### config.mk
export PLATFORM = sky130hd
export DESIGN_NAME = matrix_key_scanner_flat
export DESIGN_NICKNAME = d
export VERILOG_FILES = /design/src/rtl/mks_pkg.sv /design/src/rtl/matrix_key_scanner_if.sv /design/src/rtl/mks_event_fifo.sv /design/src/rtl/matrix_key_scanner.sv /design/src/flat_wrapper.sv
export SDC_FILE = /design/constraint.sdc
export NUM_CORES = 1
export LEC_CHECK = 0
export ABC_AREA = 1
export BUFFER_PORTS_ARGS = -buffer_cell sky130_fd_sc_hd__buf_2
export CORE_ASPECT_RATIO = 0.75
export CORE_MARGIN = 8
export CORE_UTILIZATION = 45
export CTS_CLUSTER_DIAMETER = 150
export DETAILED_ROUTE_END_ITERATION = 16
export PLACE_DENSITY = 0.64
export SLEW_MARGIN = 10
export SYNTH_ARGS = -nofsm -noshare
export SYNTH_HDL_FRONTEND = slang
export SYNTH_SLANG_ARGS = --single-unit
### constraint.sdc
create_clock -name clk -period 3.03 [get_ports clk]
set_input_delay 0.303 -clock clk [delete_from_list [all_inputs] [get_ports clk]]
set_output_delay 0.303 -clock clk [all_outputs]
set_load 0.01 [all_outputs]
### src/rtl/mks_pkg.sv
// Shared types and default constants for the matrix key scanner.
// The auto-repeat defaults exist only when MKS_AUTOREPEAT_EN is defined.
package mks_pkg;

    localparam int MKS_ROWS_DEF       = 4;
    localparam int MKS_COLS_DEF       = 4;
    localparam int MKS_SCAN_DIV_DEF   = 12000;
    localparam int MKS_DEBOUNCE_DEF   = 3;
    localparam int MKS_FIFO_DEPTH_DEF = 8;
    localparam int MKS_DEB_CNT_W      = 4;

`ifdef MKS_AUTOREPEAT_EN
    localparam int MKS_REPEAT_DELAY_DEF  = 32;
    localparam int MKS_REPEAT_PERIOD_DEF = 8;
`endif

    // Event flags carried beside the key code: press (1) / release (0) and repeat origin.
    typedef struct packed {
        logic press;
        logic rpt;
    } mks_flags_t;

    function automatic int mks_code_w(input int rows, input int cols);
        return $clog2(rows * cols);
    endfunction

endpackage

### src/rtl/matrix_key_scanner_if.sv
// Key event handshake and overflow status between the scanner and its consumer.
interface matrix_key_scanner_if #(
    parameter int KW = 4
);
    logic          evt_valid;
    logic          evt_ready;
    logic [KW-1:0] evt_code;
    logic          evt_press;
    logic          evt_repeat;
    logic          ovf;
    logic          ovf_clr;

    modport master (
        output evt_valid,
        output evt_code,
        output evt_press,
        output evt_repeat,
        output ovf,
        input  evt_ready,
        input  ovf_clr
    );

    modport slave (
        input  evt_valid,
        input  evt_code,
        input  evt_press,
        input  evt_repeat,
        input  ovf,
        output evt_ready,
        output ovf_clr
    );
endinterface

### src/rtl/mks_event_fifo.sv
// Synchronous event FIFO; pointers carry an extra wrap bit to separate full from empty.
module mks_event_fifo #(
    parameter int WIDTH = 8,
    parameter int DEPTH = 8
) (
    input  logic             clk,
    input  logic             rst_n,
    input  logic             push,
    input  logic             pop,
    input  logic [WIDTH-1:0] din,
    output logic [WIDTH-1:0] dout,
    output logic             full,
    output logic             empty,
    output logic             drop
);
    localparam int AW = $clog2(DEPTH);

    logic [AW:0]      wr_ptr;
    logic [AW:0]      rd_ptr;
    logic [WIDTH-1:0] mem [DEPTH];
    logic             do_push;
    logic             do_pop;

    assign empty   = (wr_ptr == rd_ptr);
    assign full    = (wr_ptr[AW] != rd_ptr[AW]) && (wr_ptr[AW-1:0] == rd_ptr[AW-1:0]);
    assign do_pop  = pop && !empty;
    // A pop in the same clock frees the slot the push lands in.
    assign do_push = push && (!full || do_pop);
    assign drop    = push && !do_push;
    assign dout    = mem[rd_ptr[AW-1:0]];

    always_ff @(posedge clk or negedge rst_n) begin
        if (!rst_n) begin
            wr_ptr <= '0;
            rd_ptr <= '0;
            for (int i = 0; i < DEPTH; i++) begin
                mem[i] <= '0;
            end
        end else begin
            if (do_push) begin
                mem[wr_ptr[AW-1:0]] <= din;
                wr_ptr              <= wr_ptr + (AW+1)'(1);
            end
            if (do_pop) begin
                rd_ptr <= rd_ptr + (AW+1)'(1);
            end
        end
    end
endmodule

### src/rtl/matrix_key_scanner.sv
// Row-strobed key matrix scanner with per-key debounce and a queued event stream.
// Optional auto-repeat of the last pressed key is enabled by defining MKS_AUTOREPEAT_EN.
//
// state     | meaning
// ST_START  | out of reset, rows released, first row-0 slot starts next clock
// ST_SCAN   | rows strobed in turn, one SCAN_DIV-clock slot each
module matrix_key_scanner
    import mks_pkg::*;
#(
    parameter int ROWS           = MKS_ROWS_DEF,
    parameter int COLS           = MKS_COLS_DEF,
    parameter int SCAN_DIV       = MKS_SCAN_DIV_DEF,
    parameter int DEBOUNCE_SCANS = MKS_DEBOUNCE_DEF,
    parameter int FIFO_DEPTH     = MKS_FIFO_DEPTH_DEF
`ifdef MKS_AUTOREPEAT_EN
    ,
    parameter int REPEAT_DELAY   = MKS_REPEAT_DELAY_DEF,
    parameter int REPEAT_PERIOD  = MKS_REPEAT_PERIOD_DEF
`endif
) (
    input  logic                   clk,
    input  logic                   rst_n,
    output logic [ROWS-1:0]        row,
    input  logic [COLS-1:0]        col,
    output logic [ROWS*COLS-1:0]   key_state,
    matrix_key_scanner_if.master   evt_if
);
    localparam int NKEYS = ROWS * COLS;
    localparam int KW    = mks_code_w(ROWS, COLS);
    localparam int RW    = $clog2(ROWS);
    localparam int CW    = $clog2(COLS);
    localparam int DW    = $clog2(SCAN_DIV);
`ifdef MKS_AUTOREPEAT_EN
    localparam int EW    = KW + $bits(mks_flags_t);
`else
    localparam int EW    = KW + 1;
`endif

    localparam logic [0:0] ST_START = 1'b0;
    localparam logic [0:0] ST_SCAN  = 1'b1;

    logic [0:0]    state;
    logic [DW-1:0] div_cnt;
    logic [RW-1:0] row_idx;
    logic [RW-1:0] next_row_idx;
    logic          slot_end;

    assign slot_end     = (state == ST_SCAN) && (div_cnt == '0);
    assign next_row_idx = (row_idx == RW'(ROWS-1)) ? '0 : row_idx + RW'(1);

    always_ff @(posedge clk or negedge rst_n) begin
        if (!rst_n) begin
            state   <= ST_START;
            div_cnt <= '0;
            row_idx <= '0;
            row     <= '1;
        end else begin
            case (state)
                ST_START: begin
                    state   <= ST_SCAN;
                    div_cnt <= DW'(SCAN_DIV-1);
                    row_idx <= '0;
                    row     <= ~ROWS'(1);
                end
                default: begin
                    if (div_cnt == '0) begin
                        div_cnt <= DW'(SCAN_DIV-1);
                        row_idx <= next_row_idx;
                        row     <= ~(ROWS'(1) << next_row_idx);
                    end else begin
                        div_cnt <= div_cnt - DW'(1);
                    end
                end
            endcase
        end
    end

    // Columns idle high, so the synchronizer resets to "nothing pressed".
    logic [COLS-1:0] col_s1;
    logic [COLS-1:0] col_s2;

    always_ff @(posedge clk or negedge rst_n) begin
        if (!rst_n) begin
            col_s1 <= '1;
            col_s2 <= '1;
        end else begin
            col_s1 <= col;
            col_s2 <= col_s1;
        end
    end

    logic [COLS-1:0] smp_col;
    logic [RW-1:0]   smp_row;
    logic            eval_busy;
    logic [CW-1:0]   eval_c;

    always_ff @(posedge clk or negedge rst_n) begin
        if (!rst_n) begin
            smp_col   <= '1;
            smp_row   <= '0;
            eval_busy <= 1'b0;
            eval_c    <= '0;
        end else if (slot_end) begin
            smp_col   <= col_s2;
            smp_row   <= row_idx;
            eval_busy <= 1'b1;
            eval_c    <= '0;
        end else if (eval_busy) begin
            if (eval_c == CW'(COLS-1)) begin
                eval_busy <= 1'b0;
            end
            eval_c <= eval_c + CW'(1);
        end
    end

    logic [MKS_DEB_CNT_W-1:0] deb_cnt [NKEYS];
    logic [MKS_DEB_CNT_W-1:0] cnt_inc;
    logic [KW-1:0]            key_idx;
    logic                     sample_pressed;
    logic                     flip;

    assign key_idx = KW'(int'(smp_row) * COLS + int'(eval_c));

    always_comb begin
        sample_pressed = ~smp_col[eval_c];
        cnt_inc        = deb_cnt[key_idx] + MKS_DEB_CNT_W'(1);
        flip           = eval_busy && (sample_pressed != key_state[key_idx])
                         && (cnt_inc == MKS_DEB_CNT_W'(DEBOUNCE_SCANS));
    end

    always_ff @(posedge clk or negedge rst_n) begin
        if (!rst_n) begin
            key_state <= '0;
            for (int k = 0; k < NKEYS; k++) begin
                deb_cnt[k] <= '0;
            end
        end else if (eval_busy) begin
            if (sample_pressed == key_state[key_idx]) begin
                deb_cnt[key_idx] <= '0;
            end else if (flip) begin
                deb_cnt[key_idx]   <= '0;
                key_state[key_idx] <= sample_pressed;
            end else begin
                deb_cnt[key_idx] <= cnt_inc;
            end
        end
    end

    logic          push;
    logic [EW-1:0] push_data;
    logic [EW-1:0] head;
    logic          fifo_empty;
    logic          fifo_full;
    logic          fifo_drop;
    logic          pop;

`ifdef MKS_AUTOREPEAT_EN
    localparam int RMAX = (REPEAT_DELAY > REPEAT_PERIOD) ? REPEAT_DELAY : REPEAT_PERIOD;
    localparam int RCW  = $clog2(RMAX + 1);

    logic           frame_end;
    logic           rpt_active;
    logic [KW-1:0]  rpt_key;
    logic [RCW-1:0] rpt_cnt;
    logic           rpt_fire;
    mks_flags_t     eval_flags;
    mks_flags_t     rpt_flags;
    mks_flags_t     head_flags;

    assign frame_end = slot_end && (row_idx == RW'(ROWS-1));
    // Loading the full delay skips the partial frame the press landed in.
    assign rpt_fire  = rpt_active && frame_end && (rpt_cnt == '0);

    always_ff @(posedge clk or negedge rst_n) begin
        if (!rst_n) begin
            rpt_active <= 1'b0;
            rpt_key    <= '0;
            rpt_cnt    <= '0;
        end else if (flip && sample_pressed) begin
            rpt_active <= 1'b1;
            rpt_key    <= key_idx;
            rpt_cnt    <= RCW'(REPEAT_DELAY);
        end else if (flip && (key_idx == rpt_key)) begin
            rpt_active <= 1'b0;
        end else if (rpt_active && frame_end) begin
            rpt_cnt <= (rpt_cnt == '0) ? RCW'(REPEAT_PERIOD-1) : rpt_cnt - RCW'(1);
        end
    end

    // Frame ends fall outside the evaluation window, so the two sources never collide.
    assign eval_flags = '{press: sample_pressed, rpt: 1'b0};
    assign rpt_flags  = '{press: 1'b1, rpt: 1'b1};
    assign push       = flip || rpt_fire;
    assign push_data  = flip ? {key_idx, eval_flags} : {rpt_key, rpt_flags};

    assign head_flags        = head[1:0];
    assign evt_if.evt_code   = head[EW-1:2];
    assign evt_if.evt_press  = head_flags.press;
    assign evt_if.evt_repeat = head_flags.rpt;
`else
    assign push              = flip;
    assign push_data         = {key_idx, sample_pressed};
    assign evt_if.evt_code   = head[EW-1:1];
    assign evt_if.evt_press  = head[0];
    assign evt_if.evt_repeat = 1'b0;
`endif

    assign pop              = !fifo_empty && evt_if.evt_ready;
    assign evt_if.evt_valid = !fifo_empty;

    mks_event_fifo #(
        .WIDTH (EW),
        .DEPTH (FIFO_DEPTH)
    ) u_fifo (
        .clk   (clk),
        .rst_n (rst_n),
        .push  (push),
        .pop   (pop),
        .din   (push_data),
        .dout  (head),
        .full  (fifo_full),
        .empty (fifo_empty),
        .drop  (fifo_drop)
    );

    logic ovf_q;

    always_ff @(posedge clk or negedge rst_n) begin
        if (!rst_n) begin
            ovf_q <= 1'b0;
        end else if (fifo_drop) begin
            ovf_q <= 1'b1;
        end else if (evt_if.ovf_clr) begin
            ovf_q <= 1'b0;
        end
    end

    assign evt_if.ovf = ovf_q;

    // Full status is implied by the pointers; kept visible for debug probing.
    logic unused_full;
    assign unused_full = fifo_full;
endmodule

### src/flat_wrapper.sv
// flat-port wrapper written by rule: the top's interface ports become plain ports
module matrix_key_scanner_flat import mks_pkg::*;
#(
    parameter int ROWS           = MKS_ROWS_DEF,
    parameter int COLS           = MKS_COLS_DEF,
    parameter int SCAN_DIV       = MKS_SCAN_DIV_DEF,
    parameter int DEBOUNCE_SCANS = MKS_DEBOUNCE_DEF,
    parameter int FIFO_DEPTH     = MKS_FIFO_DEPTH_DEF

)
  (clk, rst_n, row, col, key_state, evt_if_evt_valid, evt_if_evt_code, evt_if_evt_press, evt_if_evt_repeat, evt_if_ovf, evt_if_evt_ready, evt_if_ovf_clr);
  matrix_key_scanner_if #(.KW((4))) evt_if_i ();
  input  logic clk;
  input  logic rst_n;
  output logic [ROWS-1:0] row;
  input  logic [COLS-1:0] col;
  output logic [ROWS*COLS-1:0] key_state;
  output wire logic [$bits(evt_if_i.evt_valid)-1:0] evt_if_evt_valid;
  output wire logic [$bits(evt_if_i.evt_code)-1:0] evt_if_evt_code;
  output wire logic [$bits(evt_if_i.evt_press)-1:0] evt_if_evt_press;
  output wire logic [$bits(evt_if_i.evt_repeat)-1:0] evt_if_evt_repeat;
  output wire logic [$bits(evt_if_i.ovf)-1:0] evt_if_ovf;
  input wire logic [$bits(evt_if_i.evt_ready)-1:0] evt_if_evt_ready;
  input wire logic [$bits(evt_if_i.ovf_clr)-1:0] evt_if_ovf_clr;
  assign evt_if_evt_valid = evt_if_i.evt_valid;
  assign evt_if_evt_code = evt_if_i.evt_code;
  assign evt_if_evt_press = evt_if_i.evt_press;
  assign evt_if_evt_repeat = evt_if_i.evt_repeat;
  assign evt_if_ovf = evt_if_i.ovf;
  assign evt_if_i.evt_ready = evt_if_evt_ready;
  assign evt_if_i.ovf_clr = evt_if_ovf_clr;
  matrix_key_scanner #(.ROWS(ROWS), .COLS(COLS), .SCAN_DIV(SCAN_DIV), .DEBOUNCE_SCANS(DEBOUNCE_SCANS), .FIFO_DEPTH(FIFO_DEPTH)) u_core (.clk(clk), .rst_n(rst_n), .row(row), .col(col), .key_state(key_state), .evt_if(evt_if_i));
endmodule
Yosys cells after proc, flatten, opt, wreduce, memory -nomap -nowiden
Cells that the tools add are included.
- flip-flop bits (word level): 167
- output and inout bits: 28
- logic and storage cells: 125
- add/sub/neg operators: 7
- $lt $le $gt $ge: 8
- equality and inequality tests: 9
- shift-type cells: 1
- multiplexer cells: 35
- bitwise logic cells: 8
- reductions and logical operators: 19
- operator list (cell ; count):
    64-bit two-way mux ; 2
    64-bit bitwise AND ; 1
    64-bit bitwise mux ; 1
    64-bit NOT ; 1
    40-bit bitwise mux ; 1
    14-bit two-way mux ; 2
    4-bit two-way mux ; 5
    4-bit binary-select mux with 4-bit select ; 1
    16-bit bitwise mux ; 1
    4-bit demux with 4-bit select ; 1
    5-bit binary-select mux with 3-bit select ; 1
    5-bit demux with 3-bit select ; 1
    5-bit two-way mux ; 3
    14-bit logical NOT ; 1
    14-bit by 1-bit subtractor with 14-bit output, second input constant ; 1
    4-bit by 1-bit adder with 4-bit output, second input constant ; 3
    1-bit logical AND ; 11
    2-bit two-way mux ; 5
    4-bit greater-or-equal comparator, second input constant ; 2
    1-bit two-way mux ; 8
    3-bit NOT with 4-bit output ; 2
    5-bit greater-or-equal comparator, second input constant ; 1
    4-bit by 5-bit less-than comparator with 1-bit output, second input constant ; 1
    5-bit by 1-bit less-than comparator with 1-bit output, second input constant ; 1
    other kinds (23) ; 30

Logic depth before layout (Yosys ltp)
Gate-level depths: netlist of the first run.
- depth after elaboration: 12
- depth in mapped cells: 24
- depth with buffers taken out: 20

By module
Synthesis of the first run repeated with hierarchy kept, for this count alone.
- cells, all modules: 1563
- area, all modules: 10311.1 sq um
- by module, submodules not included (module ; instances ; cells each ; area an instance (sq um)):
    matrix_key_scanner ; 1 ; 1238 ; 7742.4
    mks_event_fifo ; 1 ; 325 ; 2568.7

Worst setup path before layout of the first run
OpenSTA, ideal clock, no wires.
- path kind: reg-to-reg
- start: register u_core.eval_c[1]
- end: register u_core.deb_cnt[1] in the netlist's numbering
- library setup time: 0.116 ns
- data arrival time: 2.496 ns
- data required time: 2.914 ns
- setup slack: 0.417 ns
- cell stages (with the launch flop): 18
- clock period less this slack: 2.613 ns
- cells stage by stage: dfrtp_1 inv_1 buf_2 nand2_1 o21ai_0 nand2_1 nand4_1 buf_4 clkbuf_1 inv_1 ha_1 clkbuf_1 clkbuf_1 nor2_1 nand3_1 nand2_1 nand2_1 nand2_1
- word-level cells in the longest chain between the ends: 10
- elaborated cells between the ends (all ways): 26
- RTL lines (item ; RTL line ; source):
    from (decl) ; matrix_key_scanner.sv:95 ; logic [CW-1:0] eval_c;
    from (signal assigned) ; matrix_key_scanner.sv:112 ; eval_c <= eval_c + CW'(1);
    4-bit by 2-bit adder with 4-bit output ; matrix_key_scanner.sv:122 ; assign key_idx = KW'(int'(smp_row) * COLS + int'(eval_c));
    4-bit NOT with 5-bit output (not written as such) ; -- ;
    4-bit binary-select mux with 4-bit select, or another cell as far along ; matrix_key_scanner.sv:126 ; cnt_inc = deb_cnt[key_idx] + MKS_DEB_CNT_W'(1);
    4-bit two-way mux (not written as such) or 1-bit logical AND (tied branches) ; -- ;
    4-bit two-way mux, on equally long branches ; -- ;
    4-bit by 1-bit adder with 4-bit output or 4-bit demux with 4-bit select (tied branches) ; -- ;
    4-bit by 2-bit == test with 1-bit output or 64-bit NOT (tied branches) ; -- ;
    1-bit logical AND or 64-bit bitwise AND (tied branches) ; -- ;
    64-bit two-way mux ; matrix_key_scanner.sv:140 ; end else if (flip) begin
    64-bit two-way mux * ; matrix_key_scanner.sv:138 ; if (sample_pressed == key_state[key_idx]) begin
    to (signal, indexed assignment) ; matrix_key_scanner.sv:144 ; deb_cnt[key_idx] <= cnt_inc;
    to (decl) ; matrix_key_scanner.sv:116 ; logic [MKS_DEB_CNT_W-1:0] deb_cnt [NKEYS];
Every way passes the cells marked *; elsewhere a longest branch is shown, timed or not. The select of a mux whose other input is x is not followed.
A chain may end at the register's enable or synchronous reset.

Worst setup path in the final report of the first run
- start: register u_core.eval_c[0]
- end: register u_core.deb_cnt[28] in the netlist's numbering
The elaborated chain is that of the path after synthesis.

==> results of run 1 <==
[cells by family (layout without fill, tap and decap cells)]
family,after synthesis,after routing,share of synthesized area [%]
compound gates,122,122,6.46
xor+xnor,13,13,1.12
flops,167,167,41.3
fa+ha+maj,13,13,1.60
buf+inv,253,303,10.6
simple gates,954,954,38.8
other cells,2,2,0.0739
[layout make-up]
class                           instances  area share, %
Timing Repair Buffer                   80           5.70
Tap cell                              294           3.22
Clock inverter                          9          0.723
Clock buffer                           23           4.47
Inverter                              191           6.30
Multi-Input combinational cell       1104           42.8
Sequential cell                       167           36.8
[worst max-delay path by stage]
stage / from / endpoint / slack, ns / cells after the start
2_1_floorplan: u_core.eval_c[1] / u_core.deb_cnt[1] / 0.42 / 17
3_3_place_gp: u_core.eval_c[0] / u_core.u_fifo.mem[11] / 0.36 / 19
3_5_place_dp: u_core.eval_c[1] / u_core.u_fifo.wr_ptr[1] / 0.28 / 18
4_1_cts: u_core.eval_c[1] / u_core.key_state[11] / 0.20 / 18
5_1_grt: u_core.eval_c[1] / u_core.deb_cnt[49] / 0.004 / 20
6_report: u_core.eval_c[0] / u_core.deb_cnt[28] / 0.24 / 22
[stage by stage]
step           std cells  worst slack (ns)
6_report            1868             0.240
5_1_grt             1868           0.00423
4_1_cts             1868             0.200
3_5_place_dp        1831             0.281
3_3_place_gp        1831             0.355
2_1_floorplan       1524             0.417
[sequential cells by signal, indices dropped and copies added (netlist names)]
register,flops
u_core.col_s1,4
u_core.row_idx,2
u_core.smp_row,2
u_core.u_fifo.wr_ptr,4
u_core.row,4
u_core.key_state,16
u_core.div_cnt,14
u_core.u_fifo.rd_ptr,4
u_core.eval_busy,1
u_core.u_fifo.mem,40
u_core.evt_if.ovf,1
u_core.state,1
u_core.smp_col,4
u_core.col_s2,4
u_core.eval_c,2
u_core.deb_cnt,64
[metal layers]
layer / vias to the layer above / wire [um] / GRT usage [%]
li1: 4710 / - / -
met3: 18 / 1720 / 3.95
met2: 245 / 11300 / 28.0
met1: 4245 / 13500 / 29.6
met5: - / 0 / 0
met4: 0 / 262 / 4.41
[worst reg2reg max path: cells and delay by family (launching register included)]
kind | cells | cell delay, ns
adder cells (fa/ha/maj) | 1 | 0.21
flip-flops | 1 | 0.40
AND/OR/NAND/NOR | 14 | 1.04
buffers and inverters | 7 | 1.02
[timing repair]
item,in CTS,in global routing
endpoints found under the hold margin,63,0
hold buffers,5,0
endpoints found under the setup margin,0,3
gates resized for setup,0,2
[layout by cell type (no fill, tap or decap), types with 2 or more instances in the layout]
master and n:
inv_1 160, a31oi_1 5, dlygate4sd3_1 5, buf_2 33, nand2_1 617, dfstp_2 16, nand3_2 19, clkinv_1 12
o21ai_1 2, buf_12 9, conb_1 2, clkinv_2 2, nand3_4 4, inv_2 18, nor3_1 2, clkbuf_1 2
o21ai_0 95, clkbuf_16 19, a21oi_1 9, buf_4 31, nor2_1 188, o22ai_1 6, o211ai_1 3, dfrtp_1 151
nand2_2 17, ha_1 13, buf_6 2, inv_4 5, xor2_1 12, nand3_1 101, clkbuf_8 2
[power breakdown]
group / total [mW] / internal [mW] / switching [mW]
sequential: 2.54 / 2.39 / 0.152
combinational: 4.22 / 1.33 / 2.89
clock: 2.22 / 1.28 / 0.945
total: 8.99 / 5.00 / 3.99
==> key figures, run 1 <==
Outcome
  – Status: complete, no violations

Final layout
  – # nets final: 1582
  – Area Overhead vs Synth: 12.4%
  – Area of the multi-input gates: 4890 um^2
  – # diodes: 0
  – Register Area: 4200 um^2
  – Fillers: 2219
  – Layout cells sized above 1: 11.6%
  – Finished Cell Area: 11400 um^2
  – Core Util, Final: 51.6%

Timing
  – Final hold viol count: 0
  – RSZ-0062 raised after global routing: false
  – Period Utilization, post-route: 92.1%
  – Slew @ Worst Pin: 0.823 ns
  – Hold slack: 0.0650 ns
  – Fin. max-slew vios: 0
  – Final min period: 2.79 ns
  – Layout Skew: 0.0171 ns
  – Worst rel slew slack: 45.1%
  – Achievable Freq: 0.358 GHz
  – Setup-failing EPs final: 0
  – Setup TNS: 0 ns

Logic synthesis
  – Top cells by area, synth: dfrtp_1 37%, nand2_1 23%, nor2_1 6.9%
  – Syn Std Cell Area: 10200 um^2
  – Share of the synthesized area in the top cell type: 37.2%
  – Number of flops mapped to enable cells by yosys: 0
  – Synth warn: 0
  – Leading area contributor after synthesis: dfrtp_1
  – Seq cells post-synth: 167
  – Cell count after synthesis: 1524
  – Commonest cells post-synth: 617 x nand2_1, 188 x nor2_1, 160 x inv_1
  – Ys flop type: dfrtp_1
  – Syn_nets: 1545
  – Ys async rst share: 100%
  – Post-synth cell types: 36
  – Sequential share of the synthesized area: 41.3%
  – Syn_area_per_cell: 6.67 um^2
  – Cell with the most instances after synthesis: nand2_1

Hold path
  – Hold depth: 2
  – Hold EP: u_core.evt_if.ovf
  – Min-Delay Path Class: in2reg
  – Worst hold start: evt_if_ovf_clr

Critical path
  – CP max stage cell: dfrtp_1
  – Reg-to-reg startpoint: u_core.eval_c[0]
  – Flop-to-flop setup slack: 0.24 ns
  – Setup CP Type: reg2reg
  – CP Launch Type: flip-flop
  – Crit path cell chain: buf_4, buf_4, nand2_1, nand3_1, nand2_1, nand2_1, nand2_1, inv_1, nand2_1, ha_1, inv_1, nand2_1, nand2_1, nor2_1, nand2_2, buf_12, buf_12, nand3_2, nand2_2, inv_2, nand2_1, nand2_1
  – CP Capture Type: flip-flop
  – Number of cells on the worst reg-to-reg path: 22
  – R2R Path End: u_core.deb_cnt[28]
  – Arrival time worst endpoint: 3.12 ns
  – Top delay family on crit path: simple AND/OR/NAND/NOR gates
  – Most common cell on crit path: nand2_1
  – Crit-path max FO: 26
  – Max incr delay on CP: 0.40 ns
  – CP Buf/Inv Count: 7
  – Req. time, crit path: 3.36 ns

Power
  – Tot Pwr: 8.99 mW
  – PwrDens: 787 nW/um^2
  – Peak VDD IR: 0.586 mV
  – Leak Pwr: 6.34 nW

Place
  – Post-DP Area: 10800 um^2
  – Final Wtd Congestion: 0.860
  – DP HPWL: 18400 um
  – # port buffers: 34

Die
  – Core ar.: 22100 um^2
  – Total I/O pin count: 36
  – Die area: 27700 um^2
  – Row Count: 47
  – Die Span X: 190 um
  – Initial Utilization: 46.0%
  – Die Ht: 146 um

GRT
  – First-pass GRT wire length: 44100 um
  – Largest net degree at the start of global routing: 70
  – Vias in the first global route: 8274
  – Initial antenna violation count: 0
  – GRT Total Usage: 19.5%
  – Gr ovfl total: 0

Clock tree
  – H-tree levels: 4
  – CTS tree: built
  – Num CTS Buffers: 17
  – CTS Root Cell: clkbuf_16
  – Buffer depth of the longest clock path: 2
  – Reg clk slew, reported paths: 0.07 ns
  – CTS sink count: 167
  – Post-CTS Setup Repair Bufs: 0
  – Clock Latency Late Sink: 0.44 ns

Drt
  – Antenna viol nets, final: 0
  – Routed via count: 9218
  – Drt drc: 0
  – Drt first pass iters: 7
  – WL per Instance: 14.3 um
  – Via/cell ratio: 4.93
  – Initial DRC Count: 840
  – Routed wire length: 26700 um

Flow run
  – Total of max-cap violations: 0
No activity file was read; power rests on OpenSTA's default activity.
==> run 2: changes to the inputs <==
Settings changed: CORE_UTILIZATION 45 to 63, PLACE_DENSITY 0.64 to 0.84.
==> run 2 against run 1 <==
Sequential share of layout area rose by 0.44 points. Maximum frequency fell by 2.1%. Non-clock buffer count fell by 6. First-iteration DRC count rose by 45%. Clock power fell by 3%. Sequential cell count did not move. Cell count fell by 4.8%. Final area fell by 1.2%. Critical path depth fell by 1. Critical path type unchanged. Routed wire length rose by 1.4%. Combinational power rose by 1%.
==> key figures, run 2 (synthesis results as in run 1) <==
Drt
  – Drt drc: 0 (unchanged)
  – Routed via count: 9844 (was 9218)
  – Antenna viol nets, final: 0 (unchanged)
  – Drt first pass iters: 6 (was 7)
  – WL per Instance: 15.2 um (was 14.3 um)
  – Via/cell ratio: 5.54 (was 4.93)
  – Routed wire length: 27100 um (was 26700 um)
  – Initial DRC Count: 1218 (was 840)

Clock tree
  – CTS tree: built (unchanged)
  – Buffer depth of the longest clock path: 2 (unchanged)
  – Reg clk slew, reported paths: 0.07 ns (about the same)
  – CTS Root Cell: clkbuf_16 (unchanged)
  – Num CTS Buffers: 17 (unchanged)
  – Clock Latency Late Sink: 0.44 ns (about the same)
  – Post-CTS Setup Repair Bufs: 0 (unchanged)
  – CTS sink count: 167 (unchanged)
  – H-tree levels: 4 (unchanged)

Critical path
  – Max incr delay on CP: 0.45 ns (was 0.40 ns)
  – CP max stage cell: dfrtp_1 (unchanged)
  – Req. time, crit path: 3.40 ns (was 3.36 ns)
  – Crit-path max FO: 33 (was 26)
  – Crit path cell chain: inv_1, buf_12, nand3_1, nand2_1, nand2_1, nand2_1, inv_1, nand2_1, ha_1, inv_1, nand2_1, nand2_1, nor2_2, nand2_4, buf_12, nand2_4, buf_12, nand2_1, nand2_1, nand2_1, nand2_1 (was buf_4, buf_4, nand2_1, nand3_1, nand2_1, nand2_1, nand2_1, inv_1, nand2_1, ha_1, inv_1, nand2_1, nand2_1, nor2_1, nand2_2, buf_12, buf_12, nand3_2, nand2_2, inv_2, nand2_1, nand2_1)
  – CP Capture Type: flip-flop (unchanged)
  – R2R Path End: u_core.deb_cnt[49] (was u_core.deb_cnt[28])
  – Reg-to-reg startpoint: u_core.eval_c[1] (was u_core.eval_c[0])
  – Most common cell on crit path: nand2_1 (unchanged)
  – Arrival time worst endpoint: 3.22 ns (was 3.12 ns)
  – Setup CP Type: reg2reg (unchanged)
  – Number of cells on the worst reg-to-reg path: 21 (was 22)
  – CP Launch Type: flip-flop (unchanged)
  – Flop-to-flop setup slack: 0.18 ns (was 0.24 ns)

Timing
  – RSZ-0062 raised after global routing: false (unchanged)
  – Period Utilization, post-route: 94.1% (was 92.1%)
  – Final hold viol count: 0 (unchanged)
  – Fin. max-slew vios: 0 (unchanged)
  – Layout Skew: 0.0136 ns (was 0.0171 ns)
  – Slew @ Worst Pin: 0.822 ns (was 0.823 ns)
  – Final min period: 2.85 ns (was 2.79 ns)
  – Setup TNS: 0 ns (unchanged)
  – Setup-failing EPs final: 0 (unchanged)
  – Worst rel slew slack: 45.1% (about the same)
  – Achievable Freq: 0.351 GHz (was 0.358 GHz)

GRT
  – Met3 Use GR: 5.40% (was 3.95%)
  – Met1 global-route usage: 37.5% (was 29.6%)
  – Largest net degree at the start of global routing: 81 (was 70)
  – GRT Total Usage: 26.7% (was 19.5%)
  – First-pass GRT wire length: 45000 um (was 44100 um)
  – Grt met2 use: 39.9% (was 28.0%)
  – Vias in the first global route: 9262 (was 8274)
  – Initial antenna violation count: 0 (unchanged)
  – Global route hottest layer: met2 (was met1)
  – Gr ovfl total: 0 (unchanged)

Place
  – Final Wtd Congestion: 0.916 (was 0.860)
  – DP HPWL: 17600 um (was 18400 um)
  – Placed cells: 1739 (was 1831)
  – # port buffers: 34 (unchanged)

Die
  – Die area: 20500 um^2 (was 27700 um^2)
  – Initial Utilization: 63.9% (was 46.0%)
  – Core ar.: 15900 um^2 (was 22100 um^2)
  – Row Count: 40 (was 47)
  – Die Ht: 126 um (was 146 um)
  – Total I/O pin count: 36 (unchanged)
  – Die Span X: 163 um (was 190 um)

Final layout
  – Layout cells sized above 1: 11.4% (was 11.6%)
  – Final Non-Filler Cells: 1778 (was 1868)
  – # nets final: 1576 (was 1582)
  – # diodes: 0 (unchanged)
  – Register Area: 4200 um^2 (unchanged)
  – Most common cell after layout, fill and taps aside: nand2_1 (unchanged)
  – Fillers: 1220 (was 2219)
  – Max reg flops: 64 (unchanged)
  – Area Overhead vs Synth: 11.0% (was 12.4%)
  – Largest registers: u_core.deb_cnt (64), u_core.u_fifo.mem (40), u_core.key_state (16) (unchanged)
  – Most frequent cells in the layout: 617 x nand2_1, 187 x nor2_1, 160 x inv_1, 151 x dfrtp_1, 101 x nand3_1 (was 617 x nand2_1, 188 x nor2_1, 160 x inv_1, 151 x dfrtp_1, 101 x nand3_1)
  – Largest Register: u_core.deb_cnt (unchanged)
  – Area of the multi-input gates: 4900 um^2 (was 4890 um^2)
  – Core Util, Final: 70.9% (was 51.6%)

Power
  – Leak Pwr: 6.31 nW (was 6.34 nW)
  – PwrDens: 796 nW/um^2 (was 787 nW/um^2)
  – Peak VDD IR: 0.665 mV (was 0.586 mV)
  – Tot Pwr: 8.98 mW (was 8.99 mW)

Hold path
  – Min-Delay Path Class: in2reg (unchanged)
  – Worst hold start: evt_if_ovf_clr (unchanged)
  – Hold EP: u_core.evt_if.ovf (unchanged)
  – Hold depth: 2 (unchanged)

Outcome
  – Status: complete, no violations (unchanged)

Flow run
  – Total of max-cap violations: 0 (unchanged)
==> run 2: area by class of cell <==
type | instances | share of cell area, %
inverter | 191 | 6.40
clock buffer | 19 | 4.02
clock inverter | 13 | 1.11
sequential | 167 | 37.2
tap | 210 | 2.33
multi-input combinational | 1104 | 43.4
timing repair buffer | 74 | 5.53
==> run 2: power breakdown <==
part,leakage [nW],internal [mW],switching [mW]
clock network,0.289,1.14,1.01
registers,2.19,2.39,0.171
logic,3.83,1.33,2.94
==> run 2: worst max-delay path, delay by kind of cell, from the launching register on <==
kind	cells	cell delay, ns
buffers and inverters	6	0.84
adder cells (fa/ha/maj)	1	0.17
AND/OR/NAND/NOR	14	1.29
flip-flops	1	0.45
==> run 2: how the worst max path moves through the flow <==
stage	start	endpoint	slack (ns)	cells after the start
after floorplan	u_core.eval_c[1]	u_core.deb_cnt[1]	0.42	17
after global placement	u_core.eval_c[0]	u_core.deb_cnt[0]	0.35	22
after detailed placement	u_core.eval_c[0]	u_core.deb_cnt[51]	0.26	22
after CTS	u_core.eval_c[0]	u_core.deb_cnt[49]	0.22	22
after global routing	u_core.eval_c[0]	u_core.deb_cnt[30]	0.003	21
final	u_core.eval_c[1]	u_core.deb_cnt[49]	0.18	21
==> run 2: what timing repair did <==
item                                    4_1_cts  5_1_grt
hold buffers                                  5        0
endpoints found under the setup margin        0       88
gates resized for setup                       0        4
endpoints found under the hold margin        51        0
==> run 2: metrics by stage <==
step / cell area, um^2 / worst slack [ns] / hold slack [ns]
CTS: 11200 / 0.217 / 0.105
global placement: 10600 / 0.349 / 0.321
global route: 11300 / 0.00341 / 0.0967
floorplan: 10200 / 0.417 / 0.00741
finish: 11300 / 0.179 / 0.111
detailed placement: 10600 / 0.262 / 0.331
==> run 2: metal layers <==
metal | vias up | share of wire (%)
li1 | 4708 | -
met1 | 4529 | 43
met2 | 542 | 44
met3 | 65 | 10
met4 | 0 | 2.2
met5 | - | 0
